`config.mk`:
```
export PLATFORM = sky130hd
export DESIGN_NAME = alu_issue_stage_flat
export DESIGN_NICKNAME = d
export VERILOG_FILES = /design/src/rtl/alu_pkg.sv /design/src/rtl/alu_issue_stage_if.sv /design/src/rtl/alu_decode.sv /design/src/rtl/alu_issue_stage.sv /design/src/flat_wrapper.sv
export SDC_FILE = /design/constraint.sdc
export NUM_CORES = 1
export LEC_CHECK = 0
export CORE_AREA = 5 5 125 127
export CTS_CLUSTER_SIZE = 10
export DETAILED_ROUTE_END_ITERATION = 16
export DIE_AREA = 0 0 130 132
export HOLD_SLACK_MARGIN = 0.06
export PLACE_DENSITY = 0.76
export SYNTH_ARGS = -nofsm -noshare
export SYNTH_HDL_FRONTEND = slang
export SYNTH_SLANG_ARGS = --single-unit
```
`constraint.sdc`:
```
create_clock -name clk -period 1.85 [get_ports clk]
set_input_delay 0.185 -clock clk [delete_from_list [all_inputs] [get_ports clk]]
set_output_delay 0.185 -clock clk [all_outputs]
set_load 0.02 [all_outputs]
```
`src/rtl/alu_pkg.sv`:
```
// Shared constants for the ALU issue stage: ALU op codes, RV32I opcode/funct
// constants and datapath widths.
package alu_pkg;
    localparam int XLEN = 32;
    localparam int RAW  = 5;

    localparam logic [4:0] ALU_ADD  = 5'd0;
    localparam logic [4:0] ALU_SLL  = 5'd1;
    localparam logic [4:0] ALU_SLT  = 5'd2;
    localparam logic [4:0] ALU_SLTU = 5'd3;
    localparam logic [4:0] ALU_XOR  = 5'd4;
    localparam logic [4:0] ALU_SRL  = 5'd5;
    localparam logic [4:0] ALU_OR   = 5'd6;
    localparam logic [4:0] ALU_AND  = 5'd7;
    localparam logic [4:0] ALU_SRA  = 5'd8;
    localparam logic [4:0] ALU_SUB  = 5'd9;

    localparam logic [6:0] OPC_OP    = 7'b0110011;
    localparam logic [6:0] OPC_OPIMM = 7'b0010011;
    localparam logic [6:0] F7_ALT    = 7'b0100000;

    function automatic logic is_shift(input logic [4:0] op);
        return (op == ALU_SLL) || (op == ALU_SRL) || (op == ALU_SRA);
    endfunction
endpackage

```
`src/rtl/alu_issue_stage_if.sv`:
```
// Instruction handshake, regfile read/write and ALU drive signals of the issue stage.
// slave = the issue stage, master = its environment (fetch, regfile, ALU).
interface alu_issue_stage_if;
    import alu_pkg::*;

    logic            instr_valid;
    logic            instr_ready;
    logic [31:0]     instr;
    logic [RAW-1:0]  rs1_addr;
    logic [RAW-1:0]  rs2_addr;
    logic [XLEN-1:0] rs1_data;
    logic [XLEN-1:0] rs2_data;
    logic [4:0]      alu_op;
    logic [XLEN-1:0] alu_a;
    logic [XLEN-1:0] alu_b;
    logic [XLEN-1:0] alu_result;
    logic            wb_we;
    logic [RAW-1:0]  wb_addr;
    logic [XLEN-1:0] wb_data;
    logic            illegal;

    modport slave (
        input  instr_valid, instr, rs1_data, rs2_data, alu_result,
        output instr_ready, rs1_addr, rs2_addr, alu_op, alu_a, alu_b,
               wb_we, wb_addr, wb_data, illegal
    );

    modport master (
        output instr_valid, instr, rs1_data, rs2_data, alu_result,
        input  instr_ready, rs1_addr, rs2_addr, alu_op, alu_a, alu_b,
               wb_we, wb_addr, wb_data, illegal
    );
endinterface

```
`src/rtl/alu_decode.sv`:
```
// Combinational RV32I OP / OP-IMM decoder: instruction word to ALU op,
// immediate, destination and legality.
module alu_decode
    import alu_pkg::*;
(
    input  logic [31:0]     instr,
    output logic [4:0]      alu_op,
    output logic [XLEN-1:0] imm,
    output logic            use_imm,
    output logic [RAW-1:0]  rd,
    output logic            writes_rd,
    output logic            illegal
);
    logic [6:0] opc;
    logic [2:0] f3;
    logic [6:0] f7;

    assign opc = instr[6:0];
    assign f3  = instr[14:12];
    assign f7  = instr[31:25];
    assign rd  = instr[11:7];
    assign imm = {{(XLEN-12){instr[31]}}, instr[31:20]};

    // funct3 values line up with the ALU codes 0..7
    always_comb begin
        alu_op  = {2'b00, f3};
        use_imm = 1'b0;
        illegal = 1'b0;
        case (opc)
            OPC_OP: begin
                if (f7 == F7_ALT && f3 == 3'd0)      alu_op  = ALU_SUB;
                else if (f7 == F7_ALT && f3 == 3'd5) alu_op  = ALU_SRA;
                else if (f7 != 7'd0)                 illegal = 1'b1;
            end
            OPC_OPIMM: begin
                use_imm = 1'b1;
                if (f3 == 3'd1 && f7 != 7'd0) begin
                    illegal = 1'b1;
                end else if (f3 == 3'd5) begin
                    if (f7 == F7_ALT)     alu_op  = ALU_SRA;
                    else if (f7 != 7'd0)  illegal = 1'b1;
                end
            end
            default: illegal = 1'b1;
        endcase
        if (illegal) alu_op = ALU_ADD;
    end

    assign writes_rd = !illegal && (rd != '0);
endmodule

```
`src/rtl/alu_issue_stage.sv`:
```
// 3-stage D/E/W issue stage driving an external ALU and regfile.
// Build option ALU_ISSUE_FWD_EN: forward E/W results instead of stalling on RAW hazards.
module alu_issue_stage
    import alu_pkg::*;
(
    input  logic             clk,
    input  logic             rst_n,
    alu_issue_stage_if.slave bus
);
    localparam int STAGES = 2;

    logic [4:0]      d_op;
    logic [XLEN-1:0] d_imm;
    logic            d_use_imm;
    logic [RAW-1:0]  d_rd;
    logic            d_wr;
    logic            d_ill;
    logic [RAW-1:0]  rs1, rs2;

    logic              rdy_q;
    logic [STAGES:1]   vld_pipe;
    logic [RAW-1:0]    e_rd;
    logic              e_wr, e_ill, w_wr, w_ill;

    logic            use1, use2, e_hit1, e_hit2, w_hit1, w_hit2, stall, fire;
    logic [XLEN-1:0] src1, src2, bsrc, d_a, d_b;

    alu_decode u_dec (
        .instr     (bus.instr),
        .alu_op    (d_op),
        .imm       (d_imm),
        .use_imm   (d_use_imm),
        .rd        (d_rd),
        .writes_rd (d_wr),
        .illegal   (d_ill)
    );

    assign rs1 = bus.instr[19:15];
    assign rs2 = bus.instr[24:20];
    // rdy_q is low throughout reset, which also keeps the read addresses at 0
    assign bus.rs1_addr = rdy_q ? rs1 : '0;
    assign bus.rs2_addr = rdy_q ? rs2 : '0;

    assign use1   = !d_ill;
    assign use2   = !d_ill && !d_use_imm;
    assign e_hit1 = use1 && (rs1 != '0) && vld_pipe[1] && e_wr && (e_rd == rs1);
    assign e_hit2 = use2 && (rs2 != '0) && vld_pipe[1] && e_wr && (e_rd == rs2);
    assign w_hit1 = use1 && (rs1 != '0) && bus.wb_we && (bus.wb_addr == rs1);
    assign w_hit2 = use2 && (rs2 != '0) && bus.wb_we && (bus.wb_addr == rs2);

`ifdef ALU_ISSUE_FWD_EN
    assign src1  = e_hit1 ? bus.alu_result : (w_hit1 ? bus.wb_data : bus.rs1_data);
    assign src2  = e_hit2 ? bus.alu_result : (w_hit2 ? bus.wb_data : bus.rs2_data);
    assign stall = 1'b0;
`else
    // regfile write lands at the end of W, so wait until the producer leaves W
    assign src1  = bus.rs1_data;
    assign src2  = bus.rs2_data;
    assign stall = e_hit1 || e_hit2 || w_hit1 || w_hit2;
`endif

    assign bsrc = d_use_imm ? d_imm : src2;
    assign d_a  = d_ill ? '0 : src1;
    assign d_b  = d_ill ? '0 :
                  (is_shift(d_op) ? {{(XLEN-5){1'b0}}, bsrc[4:0]} : bsrc);

    assign bus.instr_ready = rdy_q && !stall;
    assign fire            = bus.instr_valid && bus.instr_ready;
    assign bus.wb_we       = vld_pipe[2] && w_wr;
    assign bus.illegal     = vld_pipe[2] && w_ill;

    always_ff @(posedge clk or negedge rst_n) begin
        if (!rst_n) begin
            rdy_q       <= 1'b0;
            vld_pipe    <= '0;
            bus.alu_op  <= '0;
            bus.alu_a   <= '0;
            bus.alu_b   <= '0;
            e_rd        <= '0;
            e_wr        <= 1'b0;
            e_ill       <= 1'b0;
            bus.wb_addr <= '0;
            bus.wb_data <= '0;
            w_wr        <= 1'b0;
            w_ill       <= 1'b0;
        end else begin
            rdy_q    <= 1'b1;
            vld_pipe <= {vld_pipe[STAGES-1:1], fire};
            if (fire) begin
                bus.alu_op <= d_op;
                bus.alu_a  <= d_a;
                bus.alu_b  <= d_b;
                e_rd       <= d_rd;
                e_wr       <= d_wr;
                e_ill      <= d_ill;
            end
            if (vld_pipe[1]) begin
                bus.wb_addr <= e_rd;
                bus.wb_data <= bus.alu_result;
                w_wr        <= e_wr;
                w_ill       <= e_ill;
            end
        end
    end
endmodule

```
`src/flat_wrapper.sv`:
```
// flat-port wrapper written by rule: the top's interface ports become plain ports
module alu_issue_stage_flat import alu_pkg::*;
  (clk, rst_n, bus_instr_valid, bus_instr, bus_rs1_data, bus_rs2_data, bus_alu_result, bus_instr_ready, bus_rs1_addr, bus_rs2_addr, bus_alu_op, bus_alu_a, bus_alu_b, bus_wb_we, bus_wb_addr, bus_wb_data, bus_illegal);
  alu_issue_stage_if bus_i ();
  input  logic clk;
  input  logic rst_n;
  input wire logic [$bits(bus_i.instr_valid)-1:0] bus_instr_valid;
  input wire logic [$bits(bus_i.instr)-1:0] bus_instr;
  input wire logic [$bits(bus_i.rs1_data)-1:0] bus_rs1_data;
  input wire logic [$bits(bus_i.rs2_data)-1:0] bus_rs2_data;
  input wire logic [$bits(bus_i.alu_result)-1:0] bus_alu_result;
  output wire logic [$bits(bus_i.instr_ready)-1:0] bus_instr_ready;
  output wire logic [$bits(bus_i.rs1_addr)-1:0] bus_rs1_addr;
  output wire logic [$bits(bus_i.rs2_addr)-1:0] bus_rs2_addr;
  output wire logic [$bits(bus_i.alu_op)-1:0] bus_alu_op;
  output wire logic [$bits(bus_i.alu_a)-1:0] bus_alu_a;
  output wire logic [$bits(bus_i.alu_b)-1:0] bus_alu_b;
  output wire logic [$bits(bus_i.wb_we)-1:0] bus_wb_we;
  output wire logic [$bits(bus_i.wb_addr)-1:0] bus_wb_addr;
  output wire logic [$bits(bus_i.wb_data)-1:0] bus_wb_data;
  output wire logic [$bits(bus_i.illegal)-1:0] bus_illegal;
  assign bus_i.instr_valid = bus_instr_valid;
  assign bus_i.instr = bus_instr;
  assign bus_i.rs1_data = bus_rs1_data;
  assign bus_i.rs2_data = bus_rs2_data;
  assign bus_i.alu_result = bus_alu_result;
  assign bus_instr_ready = bus_i.instr_ready;
  assign bus_rs1_addr = bus_i.rs1_addr;
  assign bus_rs2_addr = bus_i.rs2_addr;
  assign bus_alu_op = bus_i.alu_op;
  assign bus_alu_a = bus_i.alu_a;
  assign bus_alu_b = bus_i.alu_b;
  assign bus_wb_we = bus_i.wb_we;
  assign bus_wb_addr = bus_i.wb_addr;
  assign bus_wb_data = bus_i.wb_data;
  assign bus_illegal = bus_i.illegal;
  alu_issue_stage u_core (.clk(clk), .rst_n(rst_n), .bus(bus_i));
endmodule
```
Word-level counts from Yosys, hierarchy flattened
Index checks and enable logic that the tools add are counted.

Input bits: 131. Register bits after elaboration: 118. Logic and storage cells: 79. Output and inout port bits: 119.

Reduce and logical (&&, ||, !) cells: 34. Muxes and demuxes: 21. Equality and inequality tests: 12.

Operators with widths (count): 32-bit two-way mux (4); 1-bit logical AND (21); 5-bit == test (4); 4-bit two-way mux (5); 5-bit two-way mux (3); 5-bit nonzero test (3); 7-bit by 6-bit == test with 1-bit output (second input constant) (2); 4-bit one-hot mux with 2 select lines (1); 7-bit by 5-bit == test with 1-bit output (second input constant) (1); 1-bit two-way mux (7); 7-bit nonzero test (1); 5-bit by 1-bit == test with 1-bit output (second input constant) (1); 5-bit by 3-bit == test with 1-bit output (second input constant) (1); 5-bit by 4-bit == test with 1-bit output (second input constant) (1); 1-bit logical OR (5); 3-bit by 1-bit == test with 1-bit output (second input constant) (1); 3-bit == test (second input constant) (1); 1-bit zero test (3); 3-bit zero test (1); 1-bit one-hot mux with 2 select lines (1).

Logic depth before layout (Yosys ltp)
Gate-level depths: netlist (run 1).

Depth after elaboration: 18. Mapped depth: 8. Mapped depth without buffers: 6.

Cells and area by module
A second synthesis (run 1) with hierarchy kept.

Cell total of the unflattened synthesis: 473. Area total of the unflattened synthesis: 5995.8 um2.

Modules (own cells, without submodules): alu_issue_stage (sequential area each 2952.8 um2, cells each 407, instances 1, area an instance 5510.3 um2); alu_decode (sequential area each 0.0 um2, cells each 66, instances 1, area an instance 485.5 um2).

Worst setup path before layout (run 1)
No wires, ideal clock.

Path type: reg2reg. Start: register u_core.bus.wb_addr[1] (netlist name). End: register u_core.bus.alu_b[15]. Required time: 1758 ps. Buffers on the path: 2. Path slack: -212 ps. Cell stages (with the launch flop): 9. Arrival: 1970 ps. Library setup time: 92 ps. Cell sequence: dfrtp_1 -> xor2_1 -> nor4_1 -> a32oi_1 -> o221ai_1 -> buf_2 -> buf_1 -> nand3_1 -> o31ai_2.

Longest elaborated chain between the ends: 7. Elaborated cells between the ends (all ways): 9. Classes of those cells: eq/ne (2); reduce/logical (7).

RTL lines: start, declared (line alu_issue_stage_if.sv:25) `wb_we, wb_addr, wb_data, illegal`; start signal, assigned (line alu_issue_stage.sv:98) `bus.wb_addr <= e_rd;`; 5-bit == test (line alu_issue_stage.sv:48) `assign w_hit1 = use1 && (rs1 != '0) && bus.wb_we && (bus.wb_addr == rs1);`; 1-bit logical AND (line alu_issue_stage.sv:48); 1-bit logical OR (line alu_issue_stage.sv:59) `assign stall = e_hit1 || e_hit2 || w_hit1 || w_hit2;`; 1-bit logical OR (*) (line alu_issue_stage.sv:59); 1-bit zero test (*) (line alu_issue_stage.sv:67) `assign bus.instr_ready = rdy_q && !stall;`; 1-bit logical AND (*) (line alu_issue_stage.sv:67); 1-bit logical AND (*) (line alu_issue_stage.sv:68) `assign fire = bus.instr_valid && bus.instr_ready;`; end signal, assigned (line alu_issue_stage.sv:78) `bus.alu_b <= '0;`; end signal, assigned (line alu_issue_stage.sv:92) `bus.alu_b <= d_b;`; end, declared (line alu_issue_stage_if.sv:24) `output instr_ready, rs1_addr, rs2_addr, alu_op, alu_a, alu_b,`.

Every way passes the cells marked *; elsewhere a longest branch is shown, timed or not. A chain may end at the register's enable or synchronous reset.

Worst setup path in the final report (run 1)
Start: input port bus_instr[27]. End: register u_core.bus.alu_a[5].

Longest elaborated chain between the ends: 18. Elaborated cells between the ends (all ways): 33. Classes of those cells: eq/ne (1); mux (8); reduce/logical (24).

RTL lines: start, declared (line flat_wrapper.sv:8) `input wire logic [$bits(bus_i.instr)-1:0] bus_instr;`; 7-bit nonzero test (line alu_decode.sv:33, alu_decode.sv:37, alu_decode.sv:41); 1-bit two-way mux (line alu_decode.sv:33, alu_decode.sv:41); 1-bit two-way mux (line alu_decode.sv:40) `if (f7 == F7_ALT) alu_op = ALU_SRA;`; 1-bit two-way mux (line alu_decode.sv:39) `end else if (f3 == 3'd5) begin`; 1-bit two-way mux (line alu_decode.sv:37) `if (f3 == 3'd1 && f7 != 7'd0) begin`; 1-bit one-hot mux with 2 select lines (*) (line alu_decode.sv:29) `case (opc)`; 1-bit zero test (line alu_issue_stage.sv:44, alu_issue_stage.sv:45); 1-bit logical AND (line alu_issue_stage.sv:45) `assign use2 = !d_ill && !d_use_imm;`; 1-bit logical AND (line alu_issue_stage.sv:47, alu_issue_stage.sv:49); 1-bit logical AND (3 in series) (line alu_issue_stage.sv:47) `assign e_hit2 = use2 && (rs2 != '0) && vld_pipe[1] && e_wr && (e_rd == rs2);`; 1-bit logical OR (3 in series) (line alu_issue_stage.sv:59); 1-bit zero test (line alu_issue_stage.sv:67); 1-bit logical AND (line alu_issue_stage.sv:67); 1-bit logical AND (line alu_issue_stage.sv:68); end signal, assigned (line alu_issue_stage.sv:77) `bus.alu_a <= '0;`; end signal, assigned (line alu_issue_stage.sv:91) `bus.alu_a <= d_a;`; end, declared (line alu_issue_stage_if.sv:24).

Marked as above.

==> reports/results.txt, run 1 <==
Run status: finished, violations left
Violations in the final reports: negative setup slack
Number of inserted filler cells in the final layout: 997
Most frequent standard cell in the layout excluding fill and tap cells: clkdlybuf4s50_1
Initial antenna violation count: 0
First-pass GRT wire length: 29,500 um
Number of clock sinks: 117
Number of standard cells in the final layout excluding fillers: 940
Share of total power in sequential cells: 37.0%
Average routed wire per standard cell: 20.5 um
Die Span Y: 132 um
Yosys cell types: 44
Post-Syn Nets: 549
Core Region: 0.0143 mm2
Cell area after synthesis: 0.00522 mm2
Type of the tightest min-delay check: in2reg
Worst vdd ir: 533 uV
I/O pin total: 250
Starting density of the core: 36.5%
Layout Area Growth over Synthesis: 93.9%
WS Path Type: in2reg
Post-route minimum period: 2.23 ns
CTS tree: yes
Htree depth: 4
Gate count after technology mapping: 418
Worst Path Required: 2.20 ns
Count of synthesis-stage warnings from yosys: 0
Via density: 5.18
Total area of sequential cells: 0.00293 mm2
Number of register bits inferred by synthesis: 117
Avg Synthesized Cell Area: 12.5 um2
Clock network fraction of total power: 41.8%
Post-layout net count: 874
Seq/Total Area, Yosys: 56.0%
Core Rows: 44
Number of synthesized flops with an enable pin: 0
Power density over cell area: 761 mW/mm2
Count of final hold-check violations: 0
Cell at the root of the clock tree: clkbuf_16
Global Route Usage Sum: 21.9%
Static Leakage: 4.38 nW
Arrival time at the worst endpoint: 2.58 ns
Combinational share of power: 21.2%
Type of destination of the critical path: register
Internal: 0.00576 W
Skew-Pair Late Insertion Delay: 0.41 ns
Count of unresolved DRC violations after routing: 0
Die area: 0.0172 mm2
Ratio of cells with drive above 1 in the final layout: 34.0%
Clock Pin Slew Worst Setup and Hold Paths: 0.05 ns
Fraction of power spent switching nets: 25.2%
Die Span X: 130 um
Ys flop type: dfrtp_1
Detailed placement HPWL: 12,200 um
Maximum operating frequency: 0.448 GHz
Iteration-0 DRC Markers: 223
MaxCap Viol Count: 0
Max Clock Skew: 0.00923 ns
Setup violators final: 77
Commonest cells after routing, fill and taps aside: clkdlybuf4s50_1 (233), dfrtp_1 (112), buf_4 (51), mux2_2 (38), a22o_1 (33)
IO Port Bufs: 248
Final Cycle Share: 121%
Final Slew Violations: 0
Overall routed net length: 19,200 um
Setup repair after global routing missed its margin: yes
Total number of vias: 4,868
Pin count of the biggest net entering global routing: 118
Number of nets still failing antenna checks after routing: 0
Placer Congestion: 0.838
Switching component of the power: 0.00194 W
Number of global-route vias before repair: 5,381
Ys async rst share: 100%
Transition at the pin with the smallest max-transition slack: 0.617 ns
Worst path setup slack after routing: -0.383 ns
Total gr overflow: 0
Post-Place Worst Slack: -0.741 ns
Kind of launch point of the worst setup path: input port
Multi-input gate area in the final layout: 0.00267 mm2
Number of detailed-route iterations in the first pass: 4
Antenna cell count: 0
Number of clock buffers inserted by TritonCTS: 17
Peak fanout along the critical path: 8
Max-slew headroom: 58.8%
Maximum buffer depth of the clock tree: 2
Cell count after placement: 874
Final Util: 70.8%
==> cells in the mapped netlist, types with 2 or more instances <==
library cell / number / area, um2
nor4_1: 4 / 25.0
xor2_1: 18 / 158
or4_1: 4 / 30.0
clkbuf_1: 9 / 33.8
o31ai_1: 14 / 105
dfrtp_1: 117 / 2930
buf_1: 8 / 30.0
and2_1: 13 / 81.3
a22o_1: 33 / 289
buf_6: 4 / 45.0
conb_1: 2 / 7.51
o21ai_1: 2 / 10.0
inv_1: 3 / 11.3
mux2_1: 5 / 56.3
mux2i_1: 10 / 100
o21ai_0: 2 / 10.0
nor2_1: 6 / 22.5
xnor2_1: 2 / 17.5
nand2_1: 8 / 30.0
o31ai_2: 20 / 250
a21oi_1: 24 / 120
mux2_2: 38 / 428
buf_2: 10 / 50.1
o21a_1: 2 / 15.0
o21ai_2: 2 / 17.5
buf_4: 2 / 15.0
and3_1: 2 / 12.5
a32oi_1: 2 / 17.5
nand3_1: 36 / 180
o41ai_1: 2 / 17.5
==> stage by stage <==
stage / setup TNS (ns) / hold WS (ns) / power (W) / instance area (um2)
after floorplan: -0.714 / -0.111 / 0.00341 / 5270
after global placement: -49.07 / 0.314 / 0.00425 / 8310
after detailed placement: -49.99 / 0.327 / 0.00429 / 8310
after CTS: -29.04 / 0.256 / 0.00770 / 9710
after global routing: -31.26 / 0.292 / 0.00801 / 10100
final: -22.78 / 0.271 / 0.00771 / 10100
==> registers in the layout, indices dropped and copies added (netlist names), 2 cells and up <==
register and count:
u_core.bus.wb_data 32, u_core.bus.alu_op 4, u_core.bus.alu_b 32, u_core.bus.wb_addr 5
u_core.bus.alu_a 32, u_core.e_rd 5, u_core.vld_pipe 2
==> cell type report <==
class	count	area share (%)
clock buffers	22	4.78
inverters	4	0.148
flip-flops and latches	117	29.0
repair buffers	339	36.4
multi-input cells	264	26.4
well taps	184	2.27
clock inverters	10	1.01
==> power groups by stage <==
stage	combinational, W	sequential [W]	clock [W]
floorplan	0.000371	0.00304	0
global placement	0.00136	0.00288	0
detailed placement	0.00139	0.00289	0
CTS	0.00157	0.00285	0.00328
global route	0.00173	0.00288	0.00340
finish	0.00163	0.00285	0.00322
==> worst max-delay path: stages <==
cell and delay (ns):
clkdlybuf4s50_1 0.43, or4_4 0.51, nor3_4 0.21, o21ai_2 0.09, or2_4 0.24, buf_6 0.13
buf_6 0.15, nor2_4 0.21, buf_6 0.17, buf_16 0.12, a22o_1 0.13
==> kinds of logic (layout without fill, tap and decap cells) <==
logic type	Yosys count	count (layout)	synth area share (%)
buffers and inverters	37	375	3.62
multiplexers	53	53	11.2
AO/OA/AOI/OAI	106	106	16.8
flip-flops	117	117	56.0
XOR/XNOR	20	20	3.35
AND/OR/NAND/NOR	83	83	8.84
other	2	2	0.144
==> metal layers <==
| metal | GRT usage, % | part of all wire (%) |
|---|---|---|
| met5 | 0 | 0 |
| met4 | 7.97 | 3.0 |
| met2 | 38.3 | 54 |
| met1 | 25.5 | 36 |
| met3 | 5.96 | 7.2 |
==> final timing paths <==
path                                                         from                                 to  slack, ns  depth (start not counted)
worst max register to register  u_core.bus.wb_addr[4]$_DFFE_PN0P_   u_core.bus.alu_b[12]$_DFFE_PN0P_      -0.36                         11
min in group asynchronous                                   rst_n  u_core.bus.wb_data[4]$_DFFE_PN0P_       0.41                          3
max in group asynchronous                                   rst_n  u_core.bus.wb_addr[1]$_DFFE_PN0P_       0.95                          3
worst min register to register           u_core.e_ill$_DFFE_PN0P_           u_core.e_ill$_DFFE_PN0P_       0.49                          2
worst min-delay path                                bus_instr[28]    u_core.bus.alu_b[8]$_DFFE_PN0P_       0.27                          3
worst max-delay path                                bus_instr[27]    u_core.bus.alu_a[5]$_DFFE_PN0P_      -0.38                         11
==> repair_timing <==
item	in CTS	in global routing
hold buffers	1	0
endpoints found under the setup margin	88	87
gates resized for setup	65	87
buffers inserted	19	9
endpoints found under the hold margin	117	0
gates cloned	14	3
pin swaps	23	15
Note: power is estimated with default switching activity, not from simulation.
==> inputs of run 2 (changes only) <==
CAP_MARGIN = 20   (was not set)
CORE_AREA = 4 4 124 126   (was 5 5 125 127)
DIE_AREA = 0 0 128 130   (was 0 0 130 132)
==> reports/results.txt, run 2 (same netlist as run 1, synthesis figures left out) <==
Via density: 5.15
Setup repair after global routing missed its margin: yes
Final Cycle Share: 122%
Number of clock buffers inserted by TritonCTS: 17
Type of the tightest min-delay check: in2reg
Number of standard cells in the final layout excluding fillers: 949
Final Slew Violations: 0
Total gr overflow: 0
Static Leakage: 4.45 nW
Number of inserted filler cells in the final layout: 953
Worst path setup slack after routing: -0.406 ns
Global Route Usage Sum: 22.3%
R2r startpoint: u_core.bus.wb_addr[1]$_DFFE_PN0P_
Final Util: 72.0%
Overall routed net length: 19,000 um
Fraction of power spent switching nets: 25.2%
Combinational share of power: 21.1%
Cell count after placement: 881
IO Port Bufs: 248
Number of detailed-route iterations in the first pass: 4
Worst vdd ir: 737 uV
Run status: finished, violations left
Maximum buffer depth of the clock tree: 2
Iteration-0 DRC Markers: 214
Placer Congestion: 0.829
Number of cells on the worst reg-to-reg path: 11
Htree depth: 4
End of the worst hold path: u_core.bus.alu_b[6]$_DFFE_PN0P_
Max-slew headroom: 65.2%
Kind of launch point of the worst setup path: register
CTS tree: yes
Setup_tns: -25.19 ns
Power density over cell area: 759 mW/mm2
Post-route minimum period: 2.26 ns
Worst Path Required: 2.16 ns
Layout Area Growth over Synthesis: 97.2%
First-pass GRT wire length: 28,900 um
Die area: 0.0166 mm2
Most frequent standard cell in the layout excluding fill and tap cells: clkdlybuf4s50_1
Switching component of the power: 0.00197 W
Max Clock Skew: 0.00610 ns
Post-layout net count: 883
Type of destination of the critical path: register
Biggest regs: u_core.bus.alu_a: 32 flops, u_core.bus.alu_b: 32 flops, u_core.bus.wb_data: 32 flops
Detailed placement HPWL: 12,300 um
Internal: 0.00585 W
Count of cells along the worst hold path: 3
Antenna cell count: 0
Count of unresolved DRC violations after routing: 0
Ratio of cells with drive above 1 in the final layout: 35.4%
Reg-to-Reg End: u_core.bus.alu_b[4]$_DFFE_PN0P_
Peak fanout along the critical path: 7
Average routed wire per standard cell: 20.0 um
Setup violators final: 77
Starting density of the core: 36.5%
WS Path Type: reg2reg
Initial antenna violation count: 0
FF-to-FF setup slack: -0.41 ns
Number of clock sinks: 117
MaxCap Viol Count: 0
Clock network fraction of total power: 42.5%
Number of nets still failing antenna checks after routing: 0
Core Region: 0.0143 mm2
Skew-Pair Late Insertion Delay: 0.41 ns
Commonest cells after routing, fill and taps aside: clkdlybuf4s50_1 (233), dfrtp_1 (111), buf_4 (53), mux2_2 (38), a22o_1 (33)
Share of total power in sequential cells: 36.4%
Source of the worst hold timing path: bus_instr[26]
Total area of sequential cells: 0.00294 mm2
Maximum operating frequency: 0.443 GHz
Count of final hold-check violations: 0
Clock Pin Slew Worst Setup and Hold Paths: 0.05 ns
Transition at the pin with the smallest max-transition slack: 0.521 ns
Multi-input gate area in the final layout: 0.00273 mm2
Die Span X: 128 um
I/O pin total: 250
Arrival time at the worst endpoint: 2.57 ns
Violations in the final reports: negative setup slack
Total number of vias: 4,889
Cell at the root of the clock tree: clkbuf_16
Pin count of the biggest net entering global routing: 46
Core Rows: 44
Number of global-route vias before repair: 5,401
Die Span Y: 130 um
==> run 2: power groups by stage <==
stage | clock network, W | logic (W) | registers, W
floorplan | 0 | 0.000371 | 0.00304
global placement | 0 | 0.00139 | 0.00288
detailed placement | 0 | 0.00142 | 0.00289
CTS | 0.00336 | 0.00164 | 0.00285
global route | 0.00349 | 0.00175 | 0.00287
finish | 0.00332 | 0.00165 | 0.00285
==> run 2: metrics by stage <==
stage	total power [W]	cell area (um2)	setup WS [ns]	hold WS (ns)
2_1_floorplan	0.00341	5270	-0.118	-0.111
3_3_place_gp	0.00427	8420	-0.763	0.185
3_5_place_dp	0.00431	8420	-0.789	0.188
4_1_cts	0.00784	10100	-0.382	0.255
5_1_grt	0.00811	10300	-0.522	0.329
6_report	0.00782	10300	-0.406	0.277
==> run 2: cell type report <==
cell class,instances,share of cell area (%)
Timing Repair Buffer,348,36.7
Sequential cell,117,28.5
Clock buffer,24,4.97
Multi-Input combinational cell,264,26.5
Tap cell,184,2.23
Inverter,4,0.146
Clock inverter,8,0.923
==> run 2: worst max path at each step <==
stage | to | slack (ns) | startpoint
final | u_core.bus.alu_b[4]$_DFFE_PN0P_ | -0.41 | u_core.bus.wb_addr[1]$_DFFE_PN0P_
after global routing | u_core.bus.alu_b[4]$_DFFE_PN0P_ | -0.52 | u_core.bus.wb_addr[1]$_DFFE_PN0P_
after CTS | bus_instr_ready | -0.38 | u_core.bus.wb_addr[4]$_DFFE_PN0P_
after detailed placement | bus_instr_ready | -0.79 | bus_instr[25]
after global placement | bus_instr_ready | -0.76 | bus_instr[25]
after floorplan | u_core.e_rd[0]$_DFFE_PN0P_ | -0.12 | u_core.bus.wb_addr[1]$_DFFE_PN0P_
==> run 2: routing by layer <==
layer | GRT usage [%] | part of all wire [%]
met4 | 7.87 | 1.8
met5 | 0 | 0
met2 | 39.2 | 52
met1 | 26.3 | 39
met3 | 6.18 | 6.9
==> run 2: critical path, cell delays in order (launching register included) <==
cell and delay [ns]:
dfrtp_2 0.43, xor2_2 0.15, nor4_2 0.32, a32oi_2 0.17
buf_4 0.17, o221ai_4 0.24, buf_6 0.15, buf_8 0.10
buf_6 0.12, buf_12 0.14, nand3_1 0.09, o31ai_1 0.07
==> run 2: timing repair <==
item                                   in CTS  in global routing
resized for setup                         105                 60
endpoints found under the hold margin      33                  0
pin swaps                                  29                 28
setup buffers                              25                  4
cloned                                     14                  1
hold buffers                                1                  0
setup endpoints to repair                  88                 86
==> inputs of run 3 (changes only) <==
--- a/config.mk
+++ b/config.mk
@@ -9,3 +9,3 @@
 export CORE_AREA = 4 4 124 126
-export CTS_CLUSTER_SIZE = 10
+export CTS_CLUSTER_SIZE = 8
 export DETAILED_ROUTE_END_ITERATION = 16
==> constraint.sdc (replaced) <==
create_clock -name clk -period 1.85 [get_ports clk]
set_input_delay 0.37 -clock clk [delete_from_list [all_inputs] [get_ports clk]]
set_output_delay 0.37 -clock clk [all_outputs]
set_load 0.02 [all_outputs]
==> reports/results.txt, run 3 (same netlist as run 1, synthesis figures left out) <==
Run status: finished, violations left
Violations in the final reports: negative setup slack
Overall routed net length: 19,500 um
WS Path Type: reg2out
Number of clock sinks: 117
Clock Pin Slew Worst Setup and Hold Paths: 0.05 ns
Placer Congestion: 0.849
Power density over cell area: 758 mW/mm2
Arrival time at the worst endpoint: 2.10 ns
Setup violators final: 77
Max Used Layer: met4
Total gr overflow: 0
Htree depth: 4
Average routed wire per standard cell: 20.5 um
CP peak stage delay: 0.45 ns
Number of global-route vias before repair: 5,426
Ordered cell list for the critical path: xor2_2 -> nor4_2 -> a32oi_1 -> o22a_1 -> o21a_4 -> buf_6
Commonest cells after routing, fill and taps aside: clkdlybuf4s50_1 (204), dfrtp_1 (112), buf_4 (55), mux2_2 (38), a22o_1 (33)
Kind of launch point of the worst setup path: register
Type of destination of the critical path: primary output
Biggest regs: u_core.bus.alu_a: 32 flops, u_core.bus.alu_b: 32 flops, u_core.bus.wb_data: 32 flops
Count of final hold-check violations: 0
Post-Place Worst Slack: -1.31 ns
Type of the tightest min-delay check: in2reg
Worst vdd ir: 495 uV
I/O pin total: 250
Maximum buffer depth of the clock tree: 2
Top delay family on crit path: compound AO/OA/AOI/OAI gates
Maximum operating frequency: 0.405 GHz
Post-route minimum period: 2.47 ns
Final Cycle Share: 133%
Worst Path Required: 1.48 ns
Hold WS: 0.366 ns
MaxCap Viol Count: 0
Die Span X: 128 um
Via density: 5.19
Die area: 0.0166 mm2
Number of detailed-route iterations in the first pass: 4
IO Port Bufs: 248
First-pass GRT wire length: 29,400 um
Total number of vias: 4,919
WL met1: 7280 um
Initial antenna violation count: 0
Core Region: 0.0143 mm2
Global Route Usage Sum: 22.8%
Number of clock buffers inserted by TritonCTS: 17
Detailed placement HPWL: 12,100 um
Post-layout net count: 882
Detailed route wirelength on metal2: 10,400 um
Skew-Pair Late Insertion Delay: 0.41 ns
Die Span Y: 130 um
Core Rows: 44
Buffers & Inverters on Critical Path: 1
Starting density of the core: 36.5%
Final Slew Violations: 0
Setup repair after global routing missed its margin: yes
Ratio of cells with drive above 1 in the final layout: 37.0%
Cell at the root of the clock tree: clkbuf_16
Worst path setup slack after routing: -0.620 ns
Number of nets still failing antenna checks after routing: 0
Routed length on met3: 1470 um
Highest-delay cell along the critical path: dfrtp_2
Layout Area Growth over Synthesis: 98.6%
Pin count of the biggest net entering global routing: 41
Count of unresolved DRC violations after routing: 0
Static Leakage: 4.59 nW
Iteration-0 DRC Markers: 200
Most frequent standard cell in the layout excluding fill and tap cells: clkdlybuf4s50_1
Transition at the pin with the smallest max-transition slack: 0.518 ns
Max-slew headroom: 65.4%
Peak fanout along the critical path: 4
Antenna cell count: 0
Max Clock Skew: 0.00645 ns
CTS tree: yes
==> run 3: changes by cell type in the layout (fill, tap and decap cells not counted), sizes merged <==
cell           before  now
clkdlybuf4s50     233  204
buf               100   98
bufinv              2    3
clkbuf             25   28
dlymetal6s2s        7   11
clkdlybuf4s15       0    6
dlygate4sd2         6   21
==> run 3: layout make-up <==
cell class,count,area [um2]
multi-input cells,264,2780
fillers,962,3940
clock buffers,22,484
repair buffers,347,3800
well taps,184,230
inverters,4,15.0
flip-flops and latches,117,2930
clock inverters,9,125
==> run 3: final timing paths <==
| path | startpoint | to | slack (ns) | cells past startpoint |
|---|---|---|---|---|
| setup / recovery | u_core.bus.wb_addr[1]$_DFFE_PN0P_ | bus_instr_ready | -0.62 | 6 |
| hold / removal | bus_instr[28] | u_core.bus.alu_b[8]$_DFFE_PN0P_ | 0.37 | 3 |
| setup reg to reg | u_core.bus.wb_addr[1]$_DFFE_PN0P_ | u_core.e_rd[2]$_DFFE_PN0P_ | -0.57 | 9 |
| hold reg to reg | u_core.bus.wb_data[5]$_DFFE_PN0P_ | u_core.bus.wb_data[5]$_DFFE_PN0P_ | 0.50 | 1 |
| max in group asynchronous | rst_n | u_core.bus.wb_addr[2]$_DFFE_PN0P_ | 0.78 | 3 |
| min in group asynchronous | rst_n | u_core.bus.alu_op[3]$_DFFE_PN0P_ | 0.46 | 2 |
==> run 3: report_power, final <==
group | internal [W] | leakage (nW) | switching [W] | total [W]
sequential | 0.00273 | 1.53 | 0.000128 | 0.00286
combinational | 0.000916 | 2.76 | 0.000716 | 0.00163
clock | 0.00224 | 0.298 | 0.00113 | 0.00338
total | 0.00589 | 4.59 | 0.00198 | 0.00786
==> run 3: routing by layer <==
metal  GRT usage, %  vias up
li1               -     2228
met1           26.6     2449
met2           40.4      216
met3           6.71       26
met4           7.24        0
met5              0        -
==> run 3: worst reg2reg max path: cells and delay by family, from the launching register on <==
| family | cells | cell delay, ns |
|---|---|---|
| AND/OR/NAND/NOR | 1 | 0.33 |
| multiplexers | 1 | 0.29 |
| XOR/XNOR | 1 | 0.16 |
| flip-flops | 1 | 0.45 |
| AO/OA/AOI/OAI | 3 | 0.63 |
| buffers and inverters | 3 | 0.44 |
==> run 3: repair_timing <==
| item | in CTS | in global routing |
|---|---|---|
| setup endpoints to repair | 93 | 83 |
| hold buffers | 1 | 0 |
| setup buffers | 30 | 7 |
| pin swaps | 42 | 45 |
| resized for setup | 128 | 75 |
| gates cloned | 18 | 2 |
| hold endpoints to repair | 26 | 0 |
==> run 3: stage by stage <==
step / cells / utilization [%] / TNS, ns / power (W) / area [um2]
floorplan: 418 / - / -13.19 / 0.00343 / 5350
global placement: 875 / 59.0 / -80.32 / 0.00427 / 8440
detailed placement: 875 / 59.0 / -81.65 / 0.00431 / 8440
CTS: 947 / 70.4 / -39.00 / 0.00786 / 10100
global route: 947 / 72.5 / -39.17 / 0.00817 / 10400
finish: 947 / 72.5 / -32.70 / 0.00786 / 10400
